### src/rtl/sram_pkg.sv
// rtl/sram_pkg.sv - shared constants and state encoding for the SRAM arbiter client
package sram_pkg;

    // Default arbiter geometry: word address width and the number of cycles
    // between the ack match and the arbiter's read data register being valid.
    localparam int SRAM_ADDR_W       = 20;
    localparam int SRAM_DATA_LATENCY = 4;

    // Encoding of the access direction on sram_read / cmd_read.
    localparam logic DIR_READ  = 1'b1;
    localparam logic DIR_WRITE = 1'b0;

    typedef enum logic [2:0] {
        ST_IDLE      = 3'd0,
        ST_GET_WR    = 3'd1,
        ST_ISSUE     = 3'd2,
        ST_WAIT_ACK  = 3'd3,
        ST_WAIT_DATA = 3'd4,
        ST_DELIVER   = 3'd5,
        ST_NEXT      = 3'd6
    } burst_state_t;

endpackage

### src/rtl/sram_burst_client.sv
// rtl/sram_burst_client.sv - burst master for one toggle req/ack SRAM arbiter client port
//
// Ports:
//   clk200, reset                     clock and synchronous active-high reset
//   cmd_valid/cmd_ready, cmd_*        burst command: direction, start address, count-1, lanes
//   wr_valid/wr_ready/wr_data         write word stream into the client
//   rd_valid/rd_ready/rd_data         read word stream out of the client
//   busy                              high whenever a burst is in progress
//   sram_req/sram_ack                 toggle handshake; request outstanding while they differ
//   sram_read/address/lb/ub/wdata     registered access fields, stable while outstanding
//   sram_rdata                        arbiter read data register
module sram_burst_client
    import sram_pkg::*;
#(
    parameter int ADDR_W      = SRAM_ADDR_W,
    parameter int LEN_W       = 8,
    parameter int ACK_TO_DATA = SRAM_DATA_LATENCY
) (
    input  logic              clk200,
    input  logic              reset,

    input  logic              cmd_valid,
    output logic              cmd_ready,
    input  logic              cmd_read,
    input  logic [ADDR_W-1:0] cmd_address,
    input  logic [LEN_W-1:0]  cmd_last,
    input  logic              cmd_lb,
    input  logic              cmd_ub,

    input  logic              wr_valid,
    output logic              wr_ready,
    input  logic [15:0]       wr_data,

    output logic              rd_valid,
    input  logic              rd_ready,
    output logic [15:0]       rd_data,

    output logic              busy,

    output logic              sram_req,
    input  logic              sram_ack,
    output logic              sram_read,
    output logic [ADDR_W-1:0] sram_address,
    output logic              sram_lb,
    output logic              sram_ub,
    output logic [15:0]       sram_wdata,
    input  logic [15:0]       sram_rdata
);

    localparam int               CNT_W    = (ACK_TO_DATA > 1) ? $clog2(ACK_TO_DATA) : 1;
    localparam logic [CNT_W-1:0] CNT_LOAD = CNT_W'(ACK_TO_DATA - 1);

    burst_state_t     state;
    burst_state_t     state_next;
    logic [LEN_W-1:0] remaining;
    logic [CNT_W-1:0] lat_cnt;
    logic             ack_match;

    assign ack_match = (sram_ack == sram_req);

    always_comb begin
        state_next = state;
        cmd_ready  = 1'b0;
        wr_ready   = 1'b0;
        busy       = 1'b1;
        case (state)
            ST_IDLE: begin
                cmd_ready = 1'b1;
                busy      = 1'b0;
                if (cmd_valid) begin
                    state_next = (cmd_read == DIR_READ) ? ST_ISSUE : ST_GET_WR;
                end
            end
            ST_GET_WR: begin
                wr_ready = 1'b1;
                if (wr_valid) begin
                    state_next = ST_ISSUE;
                end
            end
            ST_ISSUE: begin
                state_next = ST_WAIT_ACK;
            end
            ST_WAIT_ACK: begin
                if (ack_match) begin
                    state_next = (sram_read == DIR_READ) ? ST_WAIT_DATA : ST_NEXT;
                end
            end
            ST_WAIT_DATA: begin
                if (lat_cnt == '0) begin
                    state_next = ST_DELIVER;
                end
            end
            ST_DELIVER: begin
                // Holding here until the consumer takes the word is what keeps
                // the next read from being issued early.
                if (rd_ready) begin
                    state_next = ST_NEXT;
                end
            end
            ST_NEXT: begin
                if (remaining == '0) begin
                    state_next = ST_IDLE;
                end else begin
                    state_next = (sram_read == DIR_READ) ? ST_ISSUE : ST_GET_WR;
                end
            end
            default: begin
                state_next = ST_IDLE;
            end
        endcase
    end

    always_ff @(posedge clk200) begin
        if (reset) begin
            state        <= ST_IDLE;
            // Match whatever the arbiter currently shows so nothing looks
            // outstanding; an in-flight access is simply abandoned.
            sram_req     <= sram_ack;
            sram_read    <= DIR_READ;
            sram_address <= '0;
            sram_lb      <= 1'b0;
            sram_ub      <= 1'b0;
            sram_wdata   <= '0;
            rd_data      <= '0;
            rd_valid     <= 1'b0;
            remaining    <= '0;
            lat_cnt      <= '0;
        end else begin
            state <= state_next;
            case (state)
                ST_IDLE: begin
                    if (cmd_valid) begin
                        sram_address <= cmd_address;
                        remaining    <= cmd_last;
                        sram_read    <= cmd_read;
                        sram_lb      <= cmd_lb;
                        sram_ub      <= cmd_ub;
                    end
                end
                ST_GET_WR: begin
                    if (wr_valid) begin
                        sram_wdata <= wr_data;
                    end
                end
                ST_ISSUE: begin
                    sram_req <= ~sram_req;
                end
                ST_WAIT_ACK: begin
                    lat_cnt <= CNT_LOAD;
                end
                ST_WAIT_DATA: begin
                    if (lat_cnt == '0) begin
                        rd_data  <= sram_rdata;
                        rd_valid <= 1'b1;
                    end else begin
                        lat_cnt <= lat_cnt - CNT_W'(1);
                    end
                end
                ST_DELIVER: begin
                    if (rd_ready) begin
                        rd_valid <= 1'b0;
                    end
                end
                ST_NEXT: begin
                    // Address wraps naturally at the top of the word space.
                    if (remaining != '0) begin
                        sram_address <= sram_address + ADDR_W'(1);
                        remaining    <= remaining - LEN_W'(1);
                    end
                end
                default: begin
                end
            endcase
        end
    end

endmodule

### config.mk
export PLATFORM = sky130hd
export DESIGN_NAME = sram_burst_client
export DESIGN_NICKNAME = d
export VERILOG_FILES = /design/src/rtl/sram_pkg.sv /design/src/rtl/sram_burst_client.sv
export SDC_FILE = /design/constraint.sdc
export NUM_CORES = 1
export LEC_CHECK = 0
export BUFFER_PORTS_ARGS = -buffer_cell sky130_fd_sc_hd__buf_2
export CAP_MARGIN = 10
export CORE_ASPECT_RATIO = 0.7
export CORE_MARGIN = 4
export CORE_UTILIZATION = 49
export CTS_CLUSTER_DIAMETER = 60
export CTS_CLUSTER_SIZE = 28
export DETAILED_ROUTE_END_ITERATION = 12
export HOLD_SLACK_MARGIN = 0.05
export PLACE_DENSITY = 0.84
export SLEW_MARGIN = 20
export SYNTH_ARGS = -nofsm -noshare
export SYNTH_HDL_FRONTEND = slang
export SYNTH_SLANG_ARGS = --single-unit
### constraint.sdc
create_clock -name clk200 -period 2.1 [get_ports clk200]
set_input_delay 0.105 -clock clk200 [delete_from_list [all_inputs] [get_ports clk200]]
set_output_delay 0.105 -clock clk200 [all_outputs]
set_load 0.01 [all_outputs]
==> results of run 1 <==
-- kinds of logic (layout without fill, tap and decap cells) --
family          after synthesis  count (layout)  share of synthesized area (%)
flops                        70              70                           40.6
buf+inv                      42             219                           4.78
simple gates                197             197                           27.4
mux                           1               1                          0.288
fa+ha+maj                     4               4                           1.44
compound gates              144             144                           25.3
xor+xnor                      1               1                          0.252
-- sequential cells by signal (all words and copies together), names as in the netlist --
signal / count
remaining: 8
sram_ub: 1
sram_address: 20
sram_lb: 1
state: 3
lat_cnt: 2
sram_wdata: 16
sram_req: 1
rd_valid: 1
sram_read: 1
rd_data: 16
-- layout make-up --
| type | instances | area (um2) | share of cell area (%) |
|---|---|---|---|
| multi-input cells | 347 | 1910 | 38.9 |
| flip-flops and latches | 70 | 1410 | 28.7 |
| repair buffers | 193 | 1240 | 25.2 |
| clock buffers | 10 | 128 | 2.59 |
| well taps | 94 | 118 | 2.39 |
| clock inverters | 6 | 68.8 | 1.40 |
| inverters | 10 | 37.5 | 0.763 |
-- cell usage after synthesis (all sizes together) (3+ instances only) --
| library cell | number | area [um2] |
|---|---|---|
| a211oi | 4 | 30.0 |
| a21oi | 66 | 330 |
| a2bb2oi | 6 | 52.6 |
| a311oi | 4 | 35.0 |
| a31oi | 13 | 87.6 |
| and2 | 3 | 18.8 |
| and3 | 6 | 37.5 |
| buf | 7 | 35.0 |
| clkbuf | 25 | 93.8 |
| dfxtp | 69 | 1380 |
| ha | 4 | 50.1 |
| inv | 10 | 37.5 |
| nand2 | 105 | 394 |
| nand3 | 18 | 90.1 |
| nand3b | 3 | 35.0 |
| nand4 | 3 | 25.0 |
| nor2 | 28 | 108 |
| nor3 | 6 | 30.0 |
| nor3b | 4 | 35.0 |
| nor4 | 6 | 52.6 |
| o21a | 4 | 30.0 |
| o21ai | 21 | 105 |
| o22ai | 8 | 50.1 |
-- where the power goes --
group / internal (mW) / total [mW] / switching, mW
Combinational: 0.388 / 0.847 / 0.460
Clock: 0.558 / 1.12 / 0.565
Sequential: 1.43 / 1.55 / 0.118
-- routing by layer --
metal	vias up	wire, um	share of wire (%)	GRT usage, %
met2	202	5590	48	45.8
met3	33	917	7.8	6.98
met1	1953	4890	42	35.2
met4	0	320	2.7	10.7
li1	1984	-	-	-
met5	-	0	0	0
-- what timing repair did --
| item | CTS | global route |
|---|---|---|
| endpoints found under the hold margin | 45 | 0 |
| endpoints found under the setup margin | 0 | 5 |
| hold buffers | 45 | 0 |
| gates resized for setup | 0 | 4 |
-- per-stage QoR --
step           hold slack (ps)  worst slack, ps  instances  total power, mW
2_1_floorplan              241              140        459             2.02
3_3_place_gp               345              167        669             2.30
3_5_place_dp               349             66.1        669             2.33
4_1_cts                   59.3             42.0        730             3.50
5_1_grt                   90.3             31.9        730             3.69
6_report                  74.7              162        730             3.52
-- worst max-delay path: cells and delay by family (launching register included) --
kind,cells,cell delay (ps)
simple gates,2,630
compound gates,3,620
flops,1,390
fa+ha+maj,1,220
-- path summary, 6_finish.rpt --
path                                      from                       endpoint  slack, ps
hold / removal                 cmd_address[15]  sram_address[15]$_SDFFE_PP0P_         70
hold reg to reg        rd_data[8]$_SDFFE_PP0P_        rd_data[8]$_SDFFE_PP0P_        460
setup / recovery  sram_address[1]$_SDFFE_PP0P_  sram_address[18]$_SDFFE_PP0P_        160
setup reg to reg  sram_address[1]$_SDFFE_PP0P_  sram_address[18]$_SDFFE_PP0P_        160
==> impl_results.md, run 1 <==
* Placeable Area at between 0.006 and 0.007 mm2
* Post-Route WL at 11700 um
* Portion of the clock cycle consumed by the worst path in the final layout at approximately 92%
* Max-capacitance violation count at 0
* Netlist cell types at 57
* Placed standard-cell area at 0.00426 mm2
* Residual DRC count at 0
* Fraction of layout cells with a size suffix above 1 at 28.3%
* Row cnt at 25
* Leakage power at approximately 2.1 nW
* Num Clock Sinks at 70
* Routed WL per cell at 16.1 um
* Die Width at 109 um
* Final setup violation count at 0
* Slowest stage cell, crit path: or3_4
* Most frequent cells in the layout: 128 x buf_2, 105 x nand2_1, 68 x dfxtp_1
* Power density cells at 716 mW/mm2
* Synthesized instance count at 459
* Outcome: complete, no violations
* Ports at 129
* Estimated wirelength of the detail-placed design at 7540 um
* F_max at 516 MHz
* Mean cell area of the mapped netlist at 7.58 um2
* Cell count of the worst reg-to-reg path at 6
* Most frequent standard cell in the layout excluding fill and tap cells: buf_2
* Number of warnings issued by yosys at 0
* Initial antenna violation count at 0
* Global-route usage over all layers at roughly 28%
* Number of levels the H-tree was split into at 3
* Number of hold violations in the final report at 0
* Worst vdd rail ir drop at 0.498 mV
* Clock transition at the registers of the reported paths at about 80 ps
* RD Place Congestion at approximately 0.92
* Fin nets at 704
* Remaining max-slew budget at the tightest pin at 59.2%
* Setup TNS Final at 0 ps
* Portion of the post-synthesis area used by sequential elements at 40.6%
* Crit path DAT at 2210 ps
* Transition at the pin with the smallest max-transition slack at approximately 610 ps
* Initial DRT Pass Iterations at 6
* Post-layout minimum cycle time at 1940 ps
* Worst-path maximum fanout at 8
* Class of the tightest hold or removal check: in2reg
* TritonCTS Buffers at 9
* Die footprint at roughly 0.0085 mm2
* Delay contributed by the slowest stage of the critical path at 480 ps
* Remaining number of nets flagged by the antenna check after routing at 0
* Post-synthesis instance area at between 0.003 and 0.004 mm2
* Hold-critical path depth at 3
* Data required time of the worst path at 2370 ps
* Vias in the first global route at 3961
* Synth Net Count at 532
* Ratio of routed vias to standard cells at 5.72
* Post-route cell area at 0.00492 mm2
* Maximum number of pins on one net before global-route repair at 38
* Finished Core Util at 72.1%
* RSZ-0062 raised after global routing: no
* Number of max-slew violations in the final report at 0
* Async SR Flop Fraction at 0%
* Synthesis-to-layout area growth at 41.4%
* Buffer count from post-CTS setup fixing at 0
* Clock latency on the worst-skew pair at 350 ps
* Global-route wire length before repair at 19000 um
* Violation count after the first detailed-route iteration at 350
* EDFF count, synth at 1
* Number of inserted diodes at 0
* Total gr overflow at 0
* Buffers on Ports at around 130
* Critical Path End Type: flip-flop
* Die boundary height at between 70 and 80 um
* TritonCTS clock tree: built
* Synth Flop Type: dfxtp_1
* Max clock buf depth at 2
* Crit path cell chain: ha_1 > nand4_2 > or3_4 > a2111oi_2 > o21ai_1 > a31oi_1
* Total via count after detailed routing at ~4200
* Crit Path Category: reg2reg
* Starting Density at between 50% and 60%
* Worst clock skew at approximately 9.8 ps
* Number of storage elements in the synthesis netlist at 70
* Number of filler cells placed in the layout at 529
* Root buf cell: clkbuf_8
* Setup crit start kind: flip-flop
No activity file was read; power rests on OpenSTA's default activity.
==> run 2: changes to the inputs <==
--- a/config.mk
+++ b/config.mk
@@ -5,16 +5,16 @@
 export SDC_FILE = /design/constraint.sdc
 export NUM_CORES = 1
 export LEC_CHECK = 0
+export ABC_AREA = 1
 export BUFFER_PORTS_ARGS = -buffer_cell sky130_fd_sc_hd__buf_2
 export CAP_MARGIN = 10
 export CORE_ASPECT_RATIO = 0.7
-export CORE_MARGIN = 4
-export CORE_UTILIZATION = 49
+export CORE_UTILIZATION = 50
 export CTS_CLUSTER_DIAMETER = 60
 export CTS_CLUSTER_SIZE = 28
 export DETAILED_ROUTE_END_ITERATION = 12
 export HOLD_SLACK_MARGIN = 0.05
-export PLACE_DENSITY = 0.84
+export PLACE_DENSITY = 0.85
 export SLEW_MARGIN = 20
 export SYNTH_ARGS = -nofsm -noshare
 export SYNTH_HDL_FRONTEND = slang
==> run 2 against run 1 <==
  * Critical path depth up 2
  * Total power up 51%
  * Synthesized area up 4.5%
  * Clock-buffer cell count up 1
  * Final area down 0.25%
  * Largest cell class unchanged
  * Largest power group is now combinational logic
==> impl_results.md, run 2 <==
* Die footprint at 0.00762 mm2
* Number of inserted diodes at 0
* Root buf cell: clkbuf_8
* Placeable Area at 0.00688 mm2
* Final setup violation count at 0
* Switching share of power at 39.4%
* Violation count after the first detailed-route iteration at 286
* Area occupied by multi-input gates at approximately 0.0019 mm2
* Number of warnings issued by yosys at 0
* Portion of the clock cycle consumed by the worst path in the final layout at about four fifths
* Biggest area contributors in the synthesized netlist: dfxtp_1 38%, nand2_1 14%, nor2_1 8.5%
* Pre-CTS setup slack at about 460 ps
* TritonCTS Buffers at 9
* Portion of the post-synthesis area used by sequential elements at 38.8%
* Vias in the first global route at between 4000 and 5000
* Class of the tightest hold or removal check: in2reg
* Remaining number of nets flagged by the antenna check after routing at 0
* Setup WS post-layout at approximately 400 ps
* Number of instances resized during post-cts repair at 0
* Fraction of layout cells with a size suffix above 1 at 24.9%
* Flip-flop count of the largest register, all copies and words added at 20
* Ports at 129
* Category of cells accounting for the largest share of critical-path delay: simple AND/OR/NAND/NOR gates
* Fin nets at approximately 780
* Number of hold violations in the final report at 0
* Reg power frac at roughly 37%
* Synth Net Count at roughly 630
* Worst clock skew at ~10 ps
* Top cell type's share of synthesized area at around 38%
* Max clock buf depth at 2
* Post-synthesis instance area at 0.00364 mm2
* Routed WL per cell at 13.9 um
* Cell count of the worst reg-to-reg path at 8
* Setup TNS Final at 0 ps
* Die Width at 104 um
* Most frequent cells after synthesis: 132 x nand2_1, 82 x nor2_1, 69 x dfxtp_1
* Number of storage elements in the synthesis netlist at 70
* RD Place Congestion at between 0.9 and 1
* Global-route wire length before repair at around 18000 um
* Synthesis-to-layout area growth at 35.0%
* Worst vdd rail ir drop at a little under 0.7 mV
* Leakage power at 2.31 nW
* Total via count after detailed routing at approximately 4400
* Data required time of the worst path at 2380 ps
* Most frequent cell on the critical path: nor2_1
* Die boundary height at 73.3 um
* Worst-path maximum fanout at 17
* Most frequent cell after synthesis: nand2_1
* Int Power at 3.22 mW
* Register area at 0.00141 mm2
* Clock latency on the worst-skew pair at 350 ps
* Outcome: complete, no violations
* Critical Path End Type: flip-flop
* Maximum number of pins on one net before global-route repair at 35
* Synthesized instance count at between 500 and 600
* Leading registers by flop count: sram_address x20, rd_data x16, sram_wdata x16
* Switching component of the power at about 2.1 mW
* Count of buffering cells on the critical path with inverters included at 3
* Largest register by flop count: sram_address
* Power density cells at 1080 mW/mm2
* Initial antenna violation count at 1
* Number of filler cells placed in the layout at 557
* Crit path cell chain: inv_2 > nor2_1 > inv_1 > nor2_2 > nand2_2 > inv_2 > nor2_1 > nor2_1
* Global-route usage over all layers at 29.7%
* Remaining max-slew budget at the tightest pin at 60.7%
* Count of non-filler cells in the finished layout at 809
* F_max at 587 MHz
* Estimated wirelength of the detail-placed design at between 7000 and 8000 um
* Row cnt at 25
* Async SR Flop Fraction at 0%
* Clock transition at the registers of the reported paths at roughly 80 ps
* Slowest stage cell, crit path: dfxtp_1
* EDFF count, synth at 1
* Post-layout minimum cycle time at 1700 ps
* RSZ-0062 raised after global routing: no
* Logic depth of the worst setup path including buffers at 8
* TritonCTS clock tree: built
* Buffers on Ports at 128
* Part of the power in the clock network at 25.4%
* Synth Flop Type: dfxtp_1
* Setup crit start kind: flip-flop
* Num Clock Sinks at 70
* Cell taking the most area after synthesis: dfxtp_1
* Residual DRC count at 0
* Most frequent cells in the layout: 132 x nand2_1, 128 x buf_2, 82 x nor2_1
* Most frequent standard cell in the layout excluding fill and tap cells: nand2_1
* Number of max-slew violations in the final report at 0
* Crit path DAT at around 2000 ps
* Starting Density at between 50% and 60%
* Hold-critical path depth at 3
* Ratio of routed vias to standard cells at 5.39
* Mean cell area of the mapped netlist at 6.55 um2
* Total gr overflow at 0
* Total placed cells including tap cells at approximately 760
* Crit Path Category: reg2reg
* Comb pwr share at between 30% and 40%
* Post-Route WL at 11300 um
* Max-capacitance violation count at 0
* Initial DRT Pass Iterations at 7
* Delay contributed by the slowest stage of the critical path at a little over 400 ps
* Netlist cell types at 33
* Number of levels the H-tree was split into at 3
* Transition at the pin with the smallest max-transition slack at 586 ps
[run 2: cell count changes after synthesis, sizes merged, moves of 8 or more]
cell / delta
or2: +10
a31oi: -11
clkbuf: -14
nand2: +30
o21ai: +22
nand3: +38
a21oi: -20
inv: +38
buf: +8
nor2: +56
[run 2: logic make-up (layout without fill, tap and decap cells)]
logic type,after synthesis,after routing,share of synthesized area [%]
compound gates,105,105,15.4
simple gates,298,298,35.2
fa+ha+maj,4,4,1.38
flops,70,70,38.8
buf+inv,76,236,8.74
xor+xnor,2,2,0.482
[run 2: final timing paths]
check	startpoint	slack [ps]	endpoint
hold / removal	sram_rdata[3]	70	rd_data[3]$_SDFFE_PP0P_
hold reg to reg	rd_data[15]$_SDFFE_PP0P_	470	rd_data[15]$_SDFFE_PP0P_
setup / recovery	state[0]$_SDFFE_PP0P_	400	sram_wdata[9]$_SDFFE_PP0P_
setup reg to reg	state[0]$_SDFFE_PP0P_	400	sram_wdata[9]$_SDFFE_PP0P_
[run 2: final cells by class]
type                    instances  share of cell area, %
multi-input cells             409                   38.9
well taps                      94                   2.40
clock inverters                 5                   2.17
inverters                      50                   3.82
flip-flops and latches         70                   28.8
clock buffers                  11                   2.88
repair buffers                170                   21.1
[run 2: layer usage]
metal / routed length, um / up-vias / GRT usage, % / share of wire (%)
li1: - / 2113 / - / -
met1: 4560 / 1992 / 34.6 / 40
met2: 5430 / 221 / 52.4 / 48
met3: 1040 / 30 / 9.23 / 9.2
met4: 230 / 2 / 11.0 / 2.0
met5: 13 / - / 0 / 0.12
[run 2: power groups by stage]
stage / logic [mW] / registers [mW] / clock network, mW
final: 2.01 / 1.94 / 1.35
after global routing: 2.24 / 1.98 / 1.42
after CTS: 1.98 / 1.93 / 1.36
after detailed placement: 1.92 / 1.95 / 0
after global placement: 1.86 / 1.93 / 0
after floorplan: 1.24 / 2.00 / 0
[run 2: repair_timing]
item,CTS,global route
hold buffers,32,0
buffers inserted,0,0
hold endpoints to repair,32,0
[run 2: per-stage QoR]
stage	area [um2]	total power [mW]	hold slack [ps]	utilization, %
3_3_place_gp	4340	3.79	328	63.1
5_1_grt	4910	5.64	51.4	71.3
3_5_place_dp	4340	3.87	344	63.1
6_report	4910	5.31	67.7	71.3
2_1_floorplan	3640	3.24	240	-
4_1_cts	4910	5.26	56.5	71.3
[run 2: tightest hold or removal path, stage by stage]
cell     delay [ps]
buf_2           100
nand3_1          80
a21oi_1          80
==> run 3: changes to the inputs <==
--- a/config.mk
+++ b/config.mk
@@ -9,12 +9,12 @@
 export BUFFER_PORTS_ARGS = -buffer_cell sky130_fd_sc_hd__buf_2
 export CAP_MARGIN = 10
 export CORE_ASPECT_RATIO = 0.7
-export CORE_UTILIZATION = 50
+export CORE_UTILIZATION = 45
 export CTS_CLUSTER_DIAMETER = 60
 export CTS_CLUSTER_SIZE = 28
 export DETAILED_ROUTE_END_ITERATION = 12
 export HOLD_SLACK_MARGIN = 0.05
-export PLACE_DENSITY = 0.85
+export PLACE_DENSITY = 0.81
 export SLEW_MARGIN = 20
 export SYNTH_ARGS = -nofsm -noshare
 export SYNTH_HDL_FRONTEND = slang
==> constraint.sdc (replaced) <==
create_clock -name clk200 -period 1.41 [get_ports clk200]
set_input_delay 0.0705 -clock clk200 [delete_from_list [all_inputs] [get_ports clk200]]
set_output_delay 0.0705 -clock clk200 [all_outputs]
set_load 0.01 [all_outputs]
==> run 3 against run 2 <==
  * Combinational power rose to 2.5 times the previous value
  * Hold slack got worse by 16 ps
  * Sequential share of layout area is 4.7 points lower
  * Clock-buffer cell count is 2 lower
  * Flip-flop and latch count is the same
  * Register-to-register slack got worse by 620 ps
  * Global-route usage increased by 2.2 points
  * Largest power group unchanged
  * Core utilization up 5.0 points
  * Via count is 19% higher
  * Clock power is 87% higher
  * The run now ends with setup timing left
==> impl_results.md, run 3 (same netlist as run 2, synthesis figures left out) <==
* Outcome: finished, violations left
* Failing checks: setup timing
* Buffers on Ports at 128
* Estimated wirelength of the detail-placed design at 8100 um
* Num Clock Sinks at 70
* Power density cells at 1770 mW/mm2
* Largest register by flop count: sram_address
* Ratio of routed vias to standard cells at 5.87
* Leakage power at ~2.8 nW
* Count of non-filler cells in the finished layout at 882
* Number of hold violations in the final report at 0
* Flip-flop count of the largest register, all copies and words added at 20
* DR WL met2 at 7210 um
* Post-Route WL at 16100 um
* Ports at 129
* Violation count after the first detailed-route iteration at 485
* Die Width at 109 um
* Leading registers by flop count: sram_address x20, rd_data x16, sram_wdata x16
* Critical Path End Type: flip-flop
* Die boundary height at between 70 and 80 um
* Synthesis-to-layout area growth at 64.4%
* RSZ-0062 raised after global routing: yes
* Maximum number of pins on one net before global-route repair at 35
* Routed WL per cell at 18.2 um
* Row cnt at 27
* Number of levels the H-tree was split into at 3
* Remaining max-slew budget at the tightest pin at just under 70%
* Final setup violation count at 34
* Max-capacitance violation count at 0
* Starting Density at a little under half
* Residual DRC count at 0
* Fraction of layout cells with a size suffix above 1 at between 40% and 50%
* Setup WS post-layout at -222 ps
* Crit Path Category: reg2reg
* Transition at the pin with the smallest max-transition slack at about 490 ps
* Crit path cell chain: inv_2 > nand2_2 > nor2_4 > nand4_1 > nand2_4 > clkbuf_16 > o21ai_2 > nand2_1 > nor2_1
* Total via count after detailed routing at 5175
* Number of inserted diodes at 0
* TritonCTS clock tree: built
* Initial DRT Pass Iterations at 7
* Fin Hold WS at 51.4 ps
* Total routed wire length on the met1 layer at 5870 um
* Crit path DAT at 1870 ps
* Global-route usage over all layers at a little under a third
* Sum of internal, switching and leakage power at around 11 mW
* Remaining number of nets flagged by the antenna check after routing at 0
* Most frequent cells in the layout: 128 x buf_2, 119 x nand2_1, 70 x nor2_1
* Slowest stage cell, crit path: dfxtp_1
* Top metal layer carrying routed signals: met4
* Post-route cell area at 0.00598 mm2
* TritonCTS Buffers at 9
* Total placed cells including tap cells at 818
* Clock transition at the registers of the reported paths at 60 ps
* Total gr overflow at 0
* Data required time of the worst path at 1640 ps
* Initial antenna violation count at 0
* Max clock buf depth at 2
* Global-route wire length before repair at 21000 um
* Worst clock skew at 7.88 ps
* Worst-path maximum fanout at 7
* Placed standard-cell area at 0.00476 mm2
* Setup crit start kind: flip-flop
* DR WL met3 at approximately 1900 um
* Most frequent standard cell in the layout excluding fill and tap cells: buf_2
* Number of max-slew violations in the final report at 0
* Class of the tightest hold or removal check: in2reg
* RD Place Congestion at 0.904
* Placeable Area at between 0.007 and 0.008 mm2
* Die footprint at 0.00845 mm2
* Fin nets at 849
* Portion of the clock cycle consumed by the worst path in the final layout at 116%
* Post-layout minimum cycle time at between 1500 and 2000 ps
* Vias in the first global route at 4526
* Delay contributed by the slowest stage of the critical path at between 300 and 400 ps
* F_max at 613 MHz
* Root buf cell: clkbuf_16
* Worst vdd rail ir drop at 1.18 mV
* Clock latency on the worst-skew pair at approximately 350 ps
## run 3: cell types whose count changed in the layout (fill, tap and decap cells not counted), moves of 10 or more
cell,change
nor2_1,-12
a21oi_2,+11
clkbuf_16,+11
nand2_1,-13
dfxtp_1,-14
buf_4,+49
a21oi_1,-11
dfxtp_2,+10
clkbuf_8,-10
## run 3: critical path: cells and delay by family, from the launching register on
kind / cells / cell delay [ps]
simple gates: 6 / 850
flops: 1 / 350
buf+inv: 2 / 260
compound gates: 1 / 50
## run 3: through the flow
| step | util, % | setup TNS (ps) | setup WS, ps |
|---|---|---|---|
| 3_3_place_gp | 60.8 | -118 | -20.8 |
| 5_1_grt | 76.3 | -5520 | -267 |
| 6_report | 76.3 | -4510 | -222 |
| 2_1_floorplan | - | -8.60 | -8.60 |
| 4_1_cts | 70.6 | -37.4 | -26.6 |
| 3_5_place_dp | 60.8 | -1010 | -71.9 |
## run 3: repair_timing
| action | in CTS | in global routing |
|---|---|---|
| endpoints found under the setup margin | 61 | 69 |
| buffers inserted | 3 | 6 |
| gates cloned | 2 | 3 |
| hold endpoints to repair | 34 | 0 |
| gates resized for setup | 20 | 112 |
| hold buffers | 34 | 0 |
| pin swaps | 4 | 25 |
## run 3: layer usage
layer / vias up / GRT usage, %
met5: - / 0
met4: 0 / 15.5
met3: 129 / 8.59
met2: 435 / 52.3
met1: 2352 / 38.3
li1: 2259 / -
## run 3: cell type report
class	count	area [um2]
clock buffers	9	225
clock inverters	7	96.3
fillers	497	1860
inverters	50	211
multi-input cells	410	2250
flip-flops and latches	70	1440
well taps	101	126
repair buffers	234	1620
repair inverters	1	6.26
## run 3: path summary, 6_finish.rpt
kind / start / to / slack, ps / cells past startpoint
max: remaining[5]$_SDFFE_PP0P_ / sram_address[7]$_SDFFE_PP0P_ / -220 / 9
min: sram_ack / sram_req$_DFFE_PP_ / 50 / 3
max reg2reg: remaining[5]$_SDFFE_PP0P_ / sram_address[7]$_SDFFE_PP0P_ / -220 / 9
min reg2reg: rd_data[3]$_SDFFE_PP0P_ / rd_data[3]$_SDFFE_PP0P_ / 470 / 2
## run 3: report_power, final
part / total (mW) / internal (mW) / switching [mW]
Combinational: 5.11 / 2.22 / 2.89
Clock: 2.52 / 1.56 / 0.966
Sequential: 2.93 / 2.48 / 0.452
Total: 10.6 / 6.25 / 4.31
